### src/rtl/vec_arb_pkg.sv
// rtl/vec_arb_pkg.sv - shared types and constants for the vector port arbiter
//
// Purpose : arbiter state encoding, grant-counter width and a saturating
//           increment helper shared by vec_port_arbiter.
// Ports   : none (package).
// Option  : grant counters exist only when VEC_ARB_STATS_EN is defined.

package vec_arb_pkg;

   typedef enum logic {
      IDLE  = 1'b0,
      BURST = 1'b1
   } arb_state_t;

   localparam int CNT_W = 16;

   function automatic logic [CNT_W-1:0] sat_inc(input logic [CNT_W-1:0] v);
      return (v == {CNT_W{1'b1}}) ? v : v + 1'b1;
   endfunction

endpackage

### src/rtl/vec_rr_pick.sv
// rtl/vec_rr_pick.sv - round-robin requester search
//
// Purpose : finds the first set request bit starting at ptr+1 and wrapping
//           modulo NREQ; ptr itself is checked last.
// Ports   : req   - request vector, one bit per requester
//           ptr   - index of the most recently served requester
//           grant - one-hot grant (all zero when no request)
//           idx   - binary index of the granted requester
//           any   - at least one request present

module vec_rr_pick #(
   parameter int NREQ  = 2,
   parameter int IDX_W = $clog2(NREQ)
) (
   input  logic [NREQ-1:0]  req,
   input  logic [IDX_W-1:0] ptr,
   output logic [NREQ-1:0]  grant,
   output logic [IDX_W-1:0] idx,
   output logic             any
);

   always_comb begin
      grant = '0;
      idx   = '0;
      any   = 1'b0;
      for (int k = 1; k <= NREQ; k++) begin
         if (!any && req[(int'(ptr) + k) % NREQ]) begin
            any                               = 1'b1;
            grant[(int'(ptr) + k) % NREQ]     = 1'b1;
            idx                               = IDX_W'((int'(ptr) + k) % NREQ);
         end
      end
   end

endmodule

### src/rtl/vec_port_arbiter.sv
// rtl/vec_port_arbiter.sv - burst-locking round-robin arbiter onto one vector port
//
// Purpose : NREQ requesters share one output port. A burst (beats up to and
//           including req_last) is never interleaved with another requester.
//           Accepted beats are registered onto out_* with one cycle latency
//           and full one-beat-per-cycle throughput.
// Ports   : clk, rst_n          - clock, synchronous active-low reset
//           req_valid/req_last - per-requester beat valid / last beat of burst
//           req_data[NREQ]     - per-requester payload, BUM elements of AUM bits
//           req_ready          - per-requester beat accept
//           out_valid/out_last/out_data/out_src - shared port beat, src index
//           out_ready          - downstream accept
//           grant_cnt[NREQ]    - burst-start counters (VEC_ARB_STATS_EN only)
// Option  : define VEC_ARB_STATS_EN to add the saturating grant counters.

module vec_port_arbiter
   import vec_arb_pkg::*;
#(
   parameter int NREQ = 2,
   parameter int AUM  = 8,
   parameter int BUM  = 4
) (
   input  logic                          clk,
   input  logic                          rst_n,
   input  logic [NREQ-1:0]               req_valid,
   input  logic [NREQ-1:0]               req_last,
   input  logic [BUM-1:0][AUM-1:0]       req_data [NREQ],
   output logic [NREQ-1:0]               req_ready,
   output logic                          out_valid,
   output logic                          out_last,
   output logic [BUM-1:0][AUM-1:0]       out_data,
   output logic [$clog2(NREQ)-1:0]       out_src,
   input  logic                          out_ready
`ifdef VEC_ARB_STATS_EN
   ,output logic [CNT_W-1:0]             grant_cnt [NREQ]
`endif
);

   localparam int IDX_W = $clog2(NREQ);

   arb_state_t              state;
   logic [IDX_W-1:0]        ptr;
   logic [IDX_W-1:0]        lock_idx;

   logic [NREQ-1:0]         pick_grant;
   logic [IDX_W-1:0]        pick_idx;
   logic                    pick_any;

   logic [NREQ-1:0]         grant;
   logic [IDX_W-1:0]        gnt_idx;
   logic                    can_take;
   logic                    accept;
   logic [BUM-1:0][AUM-1:0] sel_data;
   logic                    sel_last;

   vec_rr_pick #(
      .NREQ (NREQ),
      .IDX_W(IDX_W)
   ) u_pick (
      .req  (req_valid),
      .ptr  (ptr),
      .grant(pick_grant),
      .idx  (pick_idx),
      .any  (pick_any)
   );

   // While locked, the grant stays on lock_idx even if it drops req_valid,
   // so nobody else can slip into the middle of its burst.
   always_comb begin
      grant   = '0;
      gnt_idx = lock_idx;
      if (state == BURST) begin
         for (int i = 0; i < NREQ; i++) begin
            if (IDX_W'(i) == lock_idx) begin
               grant[i] = 1'b1;
            end
         end
      end else if (pick_any) begin
         grant   = pick_grant;
         gnt_idx = pick_idx;
      end
   end

   // The output register can take a new beat when empty or draining this cycle.
   assign can_take  = !out_valid || out_ready;
   assign req_ready = (rst_n && can_take) ? grant : '0;
   assign accept    = |(req_valid & req_ready);

   always_comb begin
      sel_data = '0;
      sel_last = 1'b0;
      for (int i = 0; i < NREQ; i++) begin
         if (grant[i]) begin
            sel_data = req_data[i];
            sel_last = req_last[i];
         end
      end
   end

   always_ff @(posedge clk) begin
      if (!rst_n) begin
         state     <= IDLE;
         ptr       <= IDX_W'(NREQ - 1);
         lock_idx  <= '0;
         out_valid <= 1'b0;
         out_last  <= 1'b0;
         out_data  <= '0;
         out_src   <= '0;
      end else begin
         if (accept) begin
            out_valid <= 1'b1;
            out_last  <= sel_last;
            out_data  <= sel_data;
            out_src   <= gnt_idx;
         end else if (out_ready) begin
            out_valid <= 1'b0;
         end

         case (state)
            IDLE: begin
               if (accept) begin
                  ptr      <= gnt_idx;
                  lock_idx <= gnt_idx;
                  if (!sel_last) begin
                     state <= BURST;
                  end
               end
            end
            BURST: begin
               if (accept && sel_last) begin
                  state <= IDLE;
               end
            end
            default: state <= IDLE;
         endcase
      end
   end

`ifdef VEC_ARB_STATS_EN
   // A burst starts on any beat accepted while unlocked.
   logic burst_start;
   assign burst_start = accept && (state == IDLE);

   always_ff @(posedge clk) begin
      if (!rst_n) begin
         for (int i = 0; i < NREQ; i++) begin
            grant_cnt[i] <= '0;
         end
      end else if (burst_start) begin
         for (int i = 0; i < NREQ; i++) begin
            if (IDX_W'(i) == gnt_idx) begin
               grant_cnt[i] <= sat_inc(grant_cnt[i]);
            end
         end
      end
   end
`endif

endmodule

### config.mk
export PLATFORM = sky130hd
export DESIGN_NAME = vec_port_arbiter
export DESIGN_NICKNAME = d
export VERILOG_FILES = /design/src/rtl/vec_arb_pkg.sv /design/src/rtl/vec_rr_pick.sv /design/src/rtl/vec_port_arbiter.sv
export SDC_FILE = /design/constraint.sdc
export NUM_CORES = 1
export LEC_CHECK = 0
export BUFFER_PORTS_ARGS = -buffer_cell sky130_fd_sc_hd__buf_2
export CAP_MARGIN = 10
export CORE_MARGIN = 4
export CORE_UTILIZATION = 43
export DETAILED_ROUTE_END_ITERATION = 16
export GPL_ROUTABILITY_DRIVEN = 0
export PLACE_DENSITY = 0.82
export SYNTH_ARGS = -nofsm -noshare
export SYNTH_HDL_FRONTEND = slang
export SYNTH_SLANG_ARGS = --single-unit
### constraint.sdc
create_clock -name clk -period 2 [get_ports clk]
set_input_delay 0.4 -clock clk [delete_from_list [all_inputs] [get_ports clk]]
set_output_delay 0.4 -clock clk [all_outputs]
set_load 0.01 [all_outputs]
== Word level (Yosys, flattened, before mapping) ==
Cells that the tools add are included.
Word-level totals
  word-level logic and storage cells: 65
  input port bits: 71
  bits in registers: 38
Operators by class
  muxes and demuxes: 33
  order comparisons: 4
  reductions and logical operators: 11
  add/sub/neg operators: 2
  bitwise operators: 5
Operator list (number)
  $mux W32: 2
  $mux W1: 23
  $mux W2: 5
  $lt A2 B3 Y1 const B: 2
  $logic_and A1 B1 Y1: 5
  $ge A2 B1 Y1 const B: 2
  $add A1 B1 Y1 const B: 2
  $and A1 B1 Y1 const A: 2
  $and A2 B2 Y2: 1
  $demux W1 S1: 2
  $logic_not A1 Y1: 2
  $or A2 B2 Y2: 1
  $pmux W1 S2: 1
  $reduce_and A2 Y1: 1
  $reduce_bool A2 Y1: 1
  $reduce_or A2 Y1: 1
  $logic_or A1 B1 Y1: 1
  $not A1 Y1: 1

== Depth between registers and ports, before layout ==
Gate-level depths: netlist (run 1).
  word-level depth: 17
  gate-level depth with buffers: 6
  gate-level depth less buffers: 4

== By module ==
Synthesis (run 1) repeated with hierarchy kept, for this count alone.
Unflattened totals
  cell total of the unflattened synthesis: 192
  area total of the unflattened synthesis: 1800.5 um^2
By module, submodules not included
  vec_port_arbiter: times used 1, cells an instance 187, area an instance 1767.9 um^2
  vec_rr_pick: times used 1, cells an instance 5, area an instance 32.5 um^2

== Worst setup path before layout (run 1) ==
Ideal clock, no wire load.
  kind: register -> output
  start point: reg (tool-made name)
  end point: out req_ready[0]
  required time: 1.600 ns
  arrival time: 1.329 ns
  cell stages (with the launch flop): 5
  slack: 0.271 ns
  path buffers: 1
  cell sequence: dfxtp_1 inv_1 o22ai_2 buf_2 and3_1
RTL lines
  end: declaration: RTL line vec_port_arbiter.sv:28  | output logic [NREQ-1:0] req_ready,

==> out/results.ini, run 1 <==
[detailed_routing]
drt_pass1_iterations = 5
antenna_left = 0
drc = 0
routed_wl_um = 5090
vias_per_cell = 5.37
num_vias = 1827
first_iter_violations = 87
wl_per_cell_um = 15.0

[yosys]
yosysTopAreaCell = dfxtp_1
ys_types = 28
synth_ff_type = dfxtp_1
synthTopCellsByArea = dfxtp_1 (42%), a221oi_2 (23%), o21ai_1 (9.1%)
yosysTopAreaCellShare_pct = 41.7
yosysMostFrequentCell = dfxtp_1
yosys_warnings = 0
seq_area_frac_synth_pct = 41.7
synthCells = 183
synth.avg_cell_area_um2 = 9.96
synth-edff-count = 0
synth_seq_cells = 38
syn_area_um2 = 1820
yosys-top-cells-count = dfxtp_1 (38), nor2_1 (34), o21ai_1 (33)
synth_fp_nets = 254
async_reset_ff_share_pct = 0

[cells_and_area]
syn_to_final_growth_pct = 37.2
fillers = 351
nets = 360
final_cells = 340
multi_input_area_um2 = 950
antenna_cells = 0
drive_gt1_share_pct = 54.1
seq_area_um2 = 761

[setup_path]
reg2reg_to = out_data[31]
crit_type = register to output port
end_kind = output port
critPathRequiredTime_ns = 1.60
r2r_start = lock_idx
crit_path_start_kind = register
rr_worst_depth = 5
rrSetupSlack_ns = 0.17
worstPathArrival_ns = 1.48
cp_max_fo = 7

[cts]
htree_num_levels = 2
clockBufferDepth = 2
numCtsBuffers = 5
clock_latency_ns = 0.28
cts_hold_buf = 0
cts_tree = built
cts.sink_count = 38
clk_pin_slew_worst_paths_ns = 0.07
root_buffer = clkbuf_8
post_cts_resized = 0
postCtsSetupBuffers = 0

[sta]
fin_worst_skew_ns = 0.00512
report.final.slew_viol_count = 0
setup_tns_ns = 0
rsz0062_at_grt = false
fmax_mhz = 532
tightestPinTransition_ns = 0.359
setup_viol = 0
min_period_over_period_pct = 94.0
whs_ns = 0.372
post-route-min-period_ns = 1.88
hold_violations = 0
maxSlewHeadroom_pct = 75.3

[grt]
busiest_layer = met2
grt_pass1_vias = 1781
grt_max_degree = 41
grt_pass1_wl_um = 8090
grtUsageMet3_pct = 5.10
grt_usage_pct = 19.4
overflow = 0
antenna_found_initial = 0
use_met1_pct = 23.7
grtUsageMet2_pct = 32.6

[run]
cap_violations = 0

[min_path]
hold_class = input port to register
min_from = req_data[53]
hold-path-cell-count = 3
min_delay_worst_endpoint = out_data[21]

[floorplan]
die_h_um = 73.1
rows = 23
die_w_um = 73.1
num_io_pins = 108
die-area_um2 = 5350
coreArea_um2 = 4060
start_util_pct = 44.9

[power]
p_int_mw = 1.48
power_switching_share_pct = 31.0
seq_power_share_pct = 41.6
p_per_area_nw_per_um2 = 860
power.total_mw = 2.15
clkPwrFrac_pct = 28.5
leakage_nw = 1.21
irDropWorstVdd_mv = 0.465
p_comb_share_pct = 29.9
p_sw_uw = 668

[placement]
portBuffers = 107
dp_hpwl_um = 3750
dpl.cell_count = 332

[run_status]
status = complete, no violations

flip-flops by register name, indices dropped and copies added, names as in the netlist, named ones only:
name / flops
lock_idx: 1
out_data: 32
ptr: 1
out_valid: 1
out_src: 1
out_last: 1
stage by stage:
step	cell area (um2)	util, %	worst slack [ns]
2_1_floorplan	1820	-	0.271
3_5_place_dp	2390	59.0	0.138
3_3_place_gp	2390	59.0	0.202
4_1_cts	2500	61.6	0.116
6_report	2500	61.6	0.120
5_1_grt	2500	61.6	0.0483
worst max-delay path by stage:
| stage | depth (start not counted) | slack [ns] | endpoint | from |
|---|---|---|---|---|
| final | 4 | 0.12 | req_ready[1] | register |
| after global routing | 4 | 0.05 | req_ready[1] | register |
| after CTS | 4 | 0.12 | req_ready[1] | register |
| after detailed placement | 6 | 0.14 | out_data[31] | req_valid[1] |
| after global placement | 6 | 0.20 | out_data[1] | req_valid[1] |
| after floorplan | 4 | 0.27 | req_ready[0] | register |
worst max-delay path: stages, from the launching register on:
cell	delay, ns
dfxtp_1	0.48
inv_1	0.15
a31o_2	0.26
and3_1	0.18
buf_2	0.13
per-layer routing:
| metal | up-vias | share of wire (%) |
|---|---|---|
| met5 | - | 0 |
| met4 | 0 | 0.75 |
| met3 | 8 | 6.8 |
| met2 | 73 | 50 |
| met1 | 836 | 42 |
| li1 | 910 | - |
cells by family (layout without fill, tap and decap cells):
| kind of cell | Yosys count | in the layout | synth area share (%) |
|---|---|---|---|
| compound gates | 76 | 76 | 40.1 |
| simple gates | 47 | 47 | 11.0 |
| flops | 38 | 38 | 41.7 |
| buf+inv | 21 | 128 | 6.66 |
| mux | 1 | 1 | 0.549 |
power by group through the flow:
stage | clock network [mW] | logic (mW) | registers, mW
6_report | 0.613 | 0.642 | 0.896
2_1_floorplan | 0 | 0.369 | 0.943
5_1_grt | 0.665 | 0.700 | 0.907
3_5_place_dp | 0 | 0.647 | 0.910
4_1_cts | 0.631 | 0.645 | 0.896
3_3_place_gp | 0 | 0.631 | 0.908
cells in the final DEF, fill, tap and decap left out:
cell type / n
mux2i_1: 1
o22ai_1: 1
nand2_1: 3
and2_1: 1
inv_2: 1
o21ai_0: 1
a221oi_1: 5
nor2b_1: 2
inv_1: 2
dfxtp_1: 38
a2111o_2: 1
bufinv_16: 1
buf_4: 10
o22ai_4: 1
a221oi_2: 28
nand3_1: 1
buf_2: 107
o221a_2: 1
nand2b_1: 2
nor4_1: 1
a2111oi_4: 1
o21ai_1: 33
clkbuf_8: 5
a21oi_1: 2
a31o_2: 1
and3_1: 2
nor2_1: 34
clkbuf_1: 2
nand4_1: 1
a31o_1: 1
layout make-up:
cell class                 count  share of cell area, %
clock buffer                   7                   3.05
clock inverter                 1                   1.20
inverter                       3                  0.450
multi-input combinational    124                   38.0
sequential                    38                   30.4
tap                           50                   2.50
timing repair buffer         117                   24.4
Power figures use the tool's default switching activity.
==> run 2: changes to the inputs <==
- CORE_UTILIZATION: 43 -> 46
- PLACE_DENSITY: 0.82 -> 0.87
- clock period: 2 -> 2.4 ns (I/O delays scaled with it)
==> out/results.ini, run 2 (synthesis gave the netlist of run 1 again) <==
[grt]
grt_usage_pct = 20.5  ; +1.2 points
grt_pass1_wl_um = 8380  ; +3.5%
overflow = 0  ; unchanged
grt_max_degree = 41  ; unchanged
antenna_found_initial = 0  ; unchanged
grt_pass1_vias = 1879  ; +5.5%

[floorplan]
die-area_um2 = 5030  ; -5.8%
die_w_um = 71.0  ; -3.0%
num_io_pins = 108  ; unchanged
rows = 22  ; -4.3%
die_h_um = 71.0  ; -3.0%
coreArea_um2 = 3740  ; -7.7%
start_util_pct = 48.7  ; +3.8 points

[run_status]
status = complete, no violations

[detailed_routing]
vias_per_cell = 5.62  ; +4.5%
dr_wl_met3_um = 491  ; +42%
drc = 0  ; unchanged
routed_wl_um = 5230  ; +2.8%
wl_per_cell_um = 15.6  ; +4.0%
wl_met1_um = 2010  ; -5.9%
wl_met2_um = 2690  ; +4.9%
antenna_left = 0  ; unchanged
num_vias = 1887  ; +3.3%
topRoutingLayerUsed = met4
drt_pass1_iterations = 4  ; -1
first_iter_violations = 65  ; -25%

[cts]
cts_tree = built
clk_pin_slew_worst_paths_ns = 0.07  ; about the same
postCtsSetupBuffers = 0  ; unchanged
clock_latency_ns = 0.27  ; about the same
cts_hold_buf = 0  ; unchanged
root_buffer = clkbuf_8
numCtsBuffers = 5  ; unchanged
post_cts_resized = 0  ; unchanged
clockBufferDepth = 2  ; unchanged
cts.sink_count = 38  ; unchanged
htree_num_levels = 2  ; unchanged

[min_path]
min_from = req_data[34]
hold_class = input port to register

[setup_path]
reg2reg_to = out_data[1]
rrSetupSlack_ns = 0.58  ; +0.41 ns
end_kind = output port
cp_max_fo = 13  ; +6
worstPathArrival_ns = 1.70  ; +0.22 ns
critPathRequiredTime_ns = 1.92  ; +0.32 ns
r2r_start = lock_idx
crit_end = req_ready[0]
crit_path_start_kind = register
rr_worst_depth = 5  ; unchanged
crit_type = register to output port

[sta]
min_period_over_period_pct = 90.7
fin_worst_skew_ns = 0.00660  ; +0.00148 ns
setup_tns_ns = 0  ; unchanged
setup_viol = 0  ; unchanged
post-route-min-period_ns = 2.18
fmax_mhz = 459
maxSlewHeadroom_pct = 75.2  ; -0.12 points
tightestPinTransition_ns = 0.361  ; +0.00177 ns
rsz0062_at_grt = false
hold_violations = 0  ; unchanged
report.final.slew_viol_count = 0  ; unchanged

[cells_and_area]
largest_reg_flops = 32  ; unchanged
largest-register = out_data
syn_to_final_growth_pct = 35.0
antenna_cells = 0  ; unchanged
nets = 359  ; -0.28%
final_common_cell = buf_2
final_core_util_pct = 65.7  ; +4.1 points
fillers = 332  ; -5.4%
final_cells = 336  ; -1.2%
final_cell_mix = buf_2 (107), dfxtp_1 (38), nor2_1 (34)
drive_gt1_share_pct = 53.8  ; -0.32 points

[power]
irDropWorstVdd_mv = 0.466  ; +0.35%
p_per_area_nw_per_um2 = 681  ; -21%
leakage_nw = 1.19  ; -1.6%

[placement]
dpl.cell_count = 329  ; -0.90%
portBuffers = 107  ; unchanged
dp_hpwl_um = 3940  ; +5.0%

[run]
cap_violations = 0  ; unchanged

run 2: changes by cell type in the layout (fill, tap and decap cells not counted):
| cell | previous run | this run |
|---|---|---|
| buf_4 | 10 | 9 |
| bufinv_16 | 1 | 0 |
run 2: how the worst min path moves through the flow:
stage          slack [ns]     endpoint  cells past startpoint
2_1_floorplan        0.48      out_src                      2
3_3_place_gp         0.45      out_src                      2
3_5_place_dp         0.45      out_src                      2
4_1_cts              0.45  out_data[2]                      3
5_1_grt              0.45  out_data[4]                      3
6_report             0.46  out_data[2]                      3
run 2: metrics by stage:
step | hold WS, ns | cell area, um2 | power (mW) | worst slack, ns
6_report | 0.459 | 2460 | 1.68 | 0.223
5_1_grt | 0.450 | 2460 | 1.78 | 0.129
4_1_cts | 0.450 | 2460 | 1.70 | 0.205
3_5_place_dp | 0.454 | 2380 | 1.30 | 0.424
3_3_place_gp | 0.449 | 2380 | 1.28 | 0.471
2_1_floorplan | 0.481 | 1820 | 1.09 | 0.567
run 2: report_power, final:
| group | total [mW] | switching [mW] | leakage (nW) | internal [mW] |
|---|---|---|---|---|
| Combinational | 0.535 | 0.312 | 0.840 | 0.223 |
| Clock | 0.394 | 0.194 | 0.0383 | 0.200 |
| Sequential | 0.747 | 0.0446 | 0.314 | 0.703 |
| Total | 1.68 | 0.551 | 1.19 | 1.13 |
run 2: worst max-delay path, cell delays in order, from the launching register on:
cell and delay (ns):
dfxtp_1 0.49, inv_1 0.16, o22ai_4 0.20, buf_4 0.27
and3_1 0.19, buf_2 0.12
run 2: routing by layer:
layer | vias up | track usage (%)
li1 | 904 | -
met1 | 895 | 23.0
met2 | 84 | 36.6
met3 | 4 | 7.24
met4 | 0 | 5.85
met5 | - | 0
run 2: cell type report:
type	count	area, um2	area share [%]
clock buffer	7	76.3	3.10
inverter	3	11.3	0.458
multi-input combinational	124	950	38.6
sequential	38	761	30.9
tap	48	60.1	2.44
timing repair buffer	116	603	24.5
==> run 3: changes to the inputs <==
- CORE_UTILIZATION: 46 -> 43
- PLACE_DENSITY: 0.87 -> 0.82
- clock period: 2.4 -> 2.33 ns (I/O delays scaled with it)
==> out/results.ini, run 3 (synthesis gave the netlist of run 1 again) <==
[detailed_routing]
vias_per_cell = 5.33  ; -5.1%
first_iter_violations = 98  ; +51%
num_vias = 1797  ; -4.8%
wl_per_cell_um = 14.9  ; -4.2%
drt_pass1_iterations = 6  ; +2
routed_wl_um = 5020  ; -3.9%
antenna_left = 0  ; unchanged
drc = 0  ; unchanged

[placement]
place_area_um2 = 2380  ; unchanged
portBuffers = 107  ; unchanged
dp_hpwl_um = 3640  ; -7.5%

[min_path]
hold_class = input port to register

[sta]
report.final.slew_viol_count = 0  ; unchanged
maxSlewHeadroom_pct = 74.6  ; -0.65 points
tightestPinTransition_ns = 0.378  ; +0.0165 ns
min_period_over_period_pct = 89.4
setup_tns_ns = 0  ; unchanged
post-route-min-period_ns = 2.08
fin_worst_skew_ns = 0.00490  ; -0.00170 ns
fmax_mhz = 480
hold_violations = 0  ; unchanged
rsz0062_at_grt = false
setup_viol = 0  ; unchanged

[grt]
grt_usage_pct = 19.4  ; -1.2 points
grt_pass1_wl_um = 8090  ; -3.5%
grt_max_degree = 41  ; unchanged
overflow = 0  ; unchanged
antenna_found_initial = 0  ; unchanged
grt_pass1_vias = 1837  ; -2.2%

[cells_and_area]
final_cell_mix = buf_2 (107), dfxtp_1 (38), nor2_1 (34)
finish.instance_area_um2 = 2530  ; +2.7%
syn_to_final_growth_pct = 38.6
nets = 357  ; -0.56%
final_common_cell = buf_2
antenna_cells = 0  ; unchanged
largest-register = out_data
drive_gt1_share_pct = 54.4  ; +0.54 points
largest_reg_flops = 32  ; unchanged

[cts]
htree_num_levels = 2  ; unchanged
clockBufferDepth = 2  ; unchanged
post_cts_resized = 0  ; unchanged
cts_tree = built
clk_pin_slew_worst_paths_ns = 0.08  ; about the same
clock_latency_ns = 0.28  ; about the same
cts.sink_count = 38  ; unchanged
root_buffer = clkbuf_8
numCtsBuffers = 5  ; unchanged
postCtsSetupBuffers = 0  ; unchanged
cts_hold_buf = 0  ; unchanged

[setup_path]
end_kind = output port
worstPathArrival_ns = 1.62  ; -0.08 ns
crit_path_start_kind = register
crit_type = register to output port
cp_max_fo = 12  ; -1
critPathRequiredTime_ns = 1.86  ; -0.06 ns

[floorplan]
start_util_pct = 44.9  ; -3.8 points
num_io_pins = 108  ; unchanged
rows = 23  ; +4.5%
die_h_um = 73.1  ; +3.0%
die-area_um2 = 5350  ; +6.2%
coreArea_um2 = 4060  ; +8.4%
die_w_um = 73.1  ; +3.0%

[power]
leakage_nw = 1.22  ; +2.3%
p_per_area_nw_per_um2 = 789  ; +16%
irDropWorstVdd_mv = 0.464  ; -0.59%

[run]
cap_violations = 0  ; unchanged

[run_status]
status = complete, no violations

==> run 3: cell count changes in the layout (fill, tap and decap cells not counted), sizes merged <==
cell / before / now
clkbuf: 7 / 6
buf: 116 / 114
bufinv: 0 / 2
==> run 3: per-layer routing <==
layer  wire [um]  vias to the layer above  GRT usage [%]
li1            -                      902              -
met1        2050                      820           22.8
met2        2540                       68           33.1
met3         376                        7           4.55
met4          65                        0           8.81
met5           0                        -              0
==> run 3: layout make-up <==
| cell class | instances | area [um2] |
|---|---|---|
| inverter | 3 | 11.3 |
| timing repair buffer | 114 | 601 |
| sequential | 38 | 761 |
| clock buffer | 6 | 82.6 |
| tap | 50 | 62.6 |
| fill | 344 | 1530 |
| clock inverter | 2 | 60.1 |
| multi-input combinational | 124 | 950 |
==> run 3: report_power, final <==
part | switching [mW] | internal, mW
registers | 0.0458 | 0.723
clock network | 0.220 | 0.457
logic | 0.317 | 0.232
total | 0.583 | 1.41
==> run 3: path summary, 6_finish.rpt <==
| kind | cells after the start | slack, ns | from | to |
|---|---|---|---|---|
| worst min register to register | 2 | 0.47 | out_src | out_src |
| worst min-delay path | 3 | 0.43 | req_data[49] | out_data[17] |
| worst max-delay path | 4 | 0.25 | register | req_ready[1] |
| worst max register to register | 5 | 0.57 | lock_idx | out_data[23] |
==> run 3: critical path, stage by stage, from the launching register on <==
cell and delay (ns):
dfxtp_1 0.49, inv_1 0.16, a31o_2 0.34, and3_1 0.22, buf_2 0.13
==> run 3: stage by stage <==
stage,power (mW),std cells,worst slack [ns],hold WS (ns),utilization (%)
global placement,1.32,329,0.453,0.454,58.8
global route,2.10,337,0.136,0.435,62.3
finish,1.99,337,0.247,0.433,62.3
floorplan,1.13,183,0.525,0.481,-
CTS,2.02,337,0.246,0.423,62.3
detailed placement,1.34,329,0.425,0.462,58.8
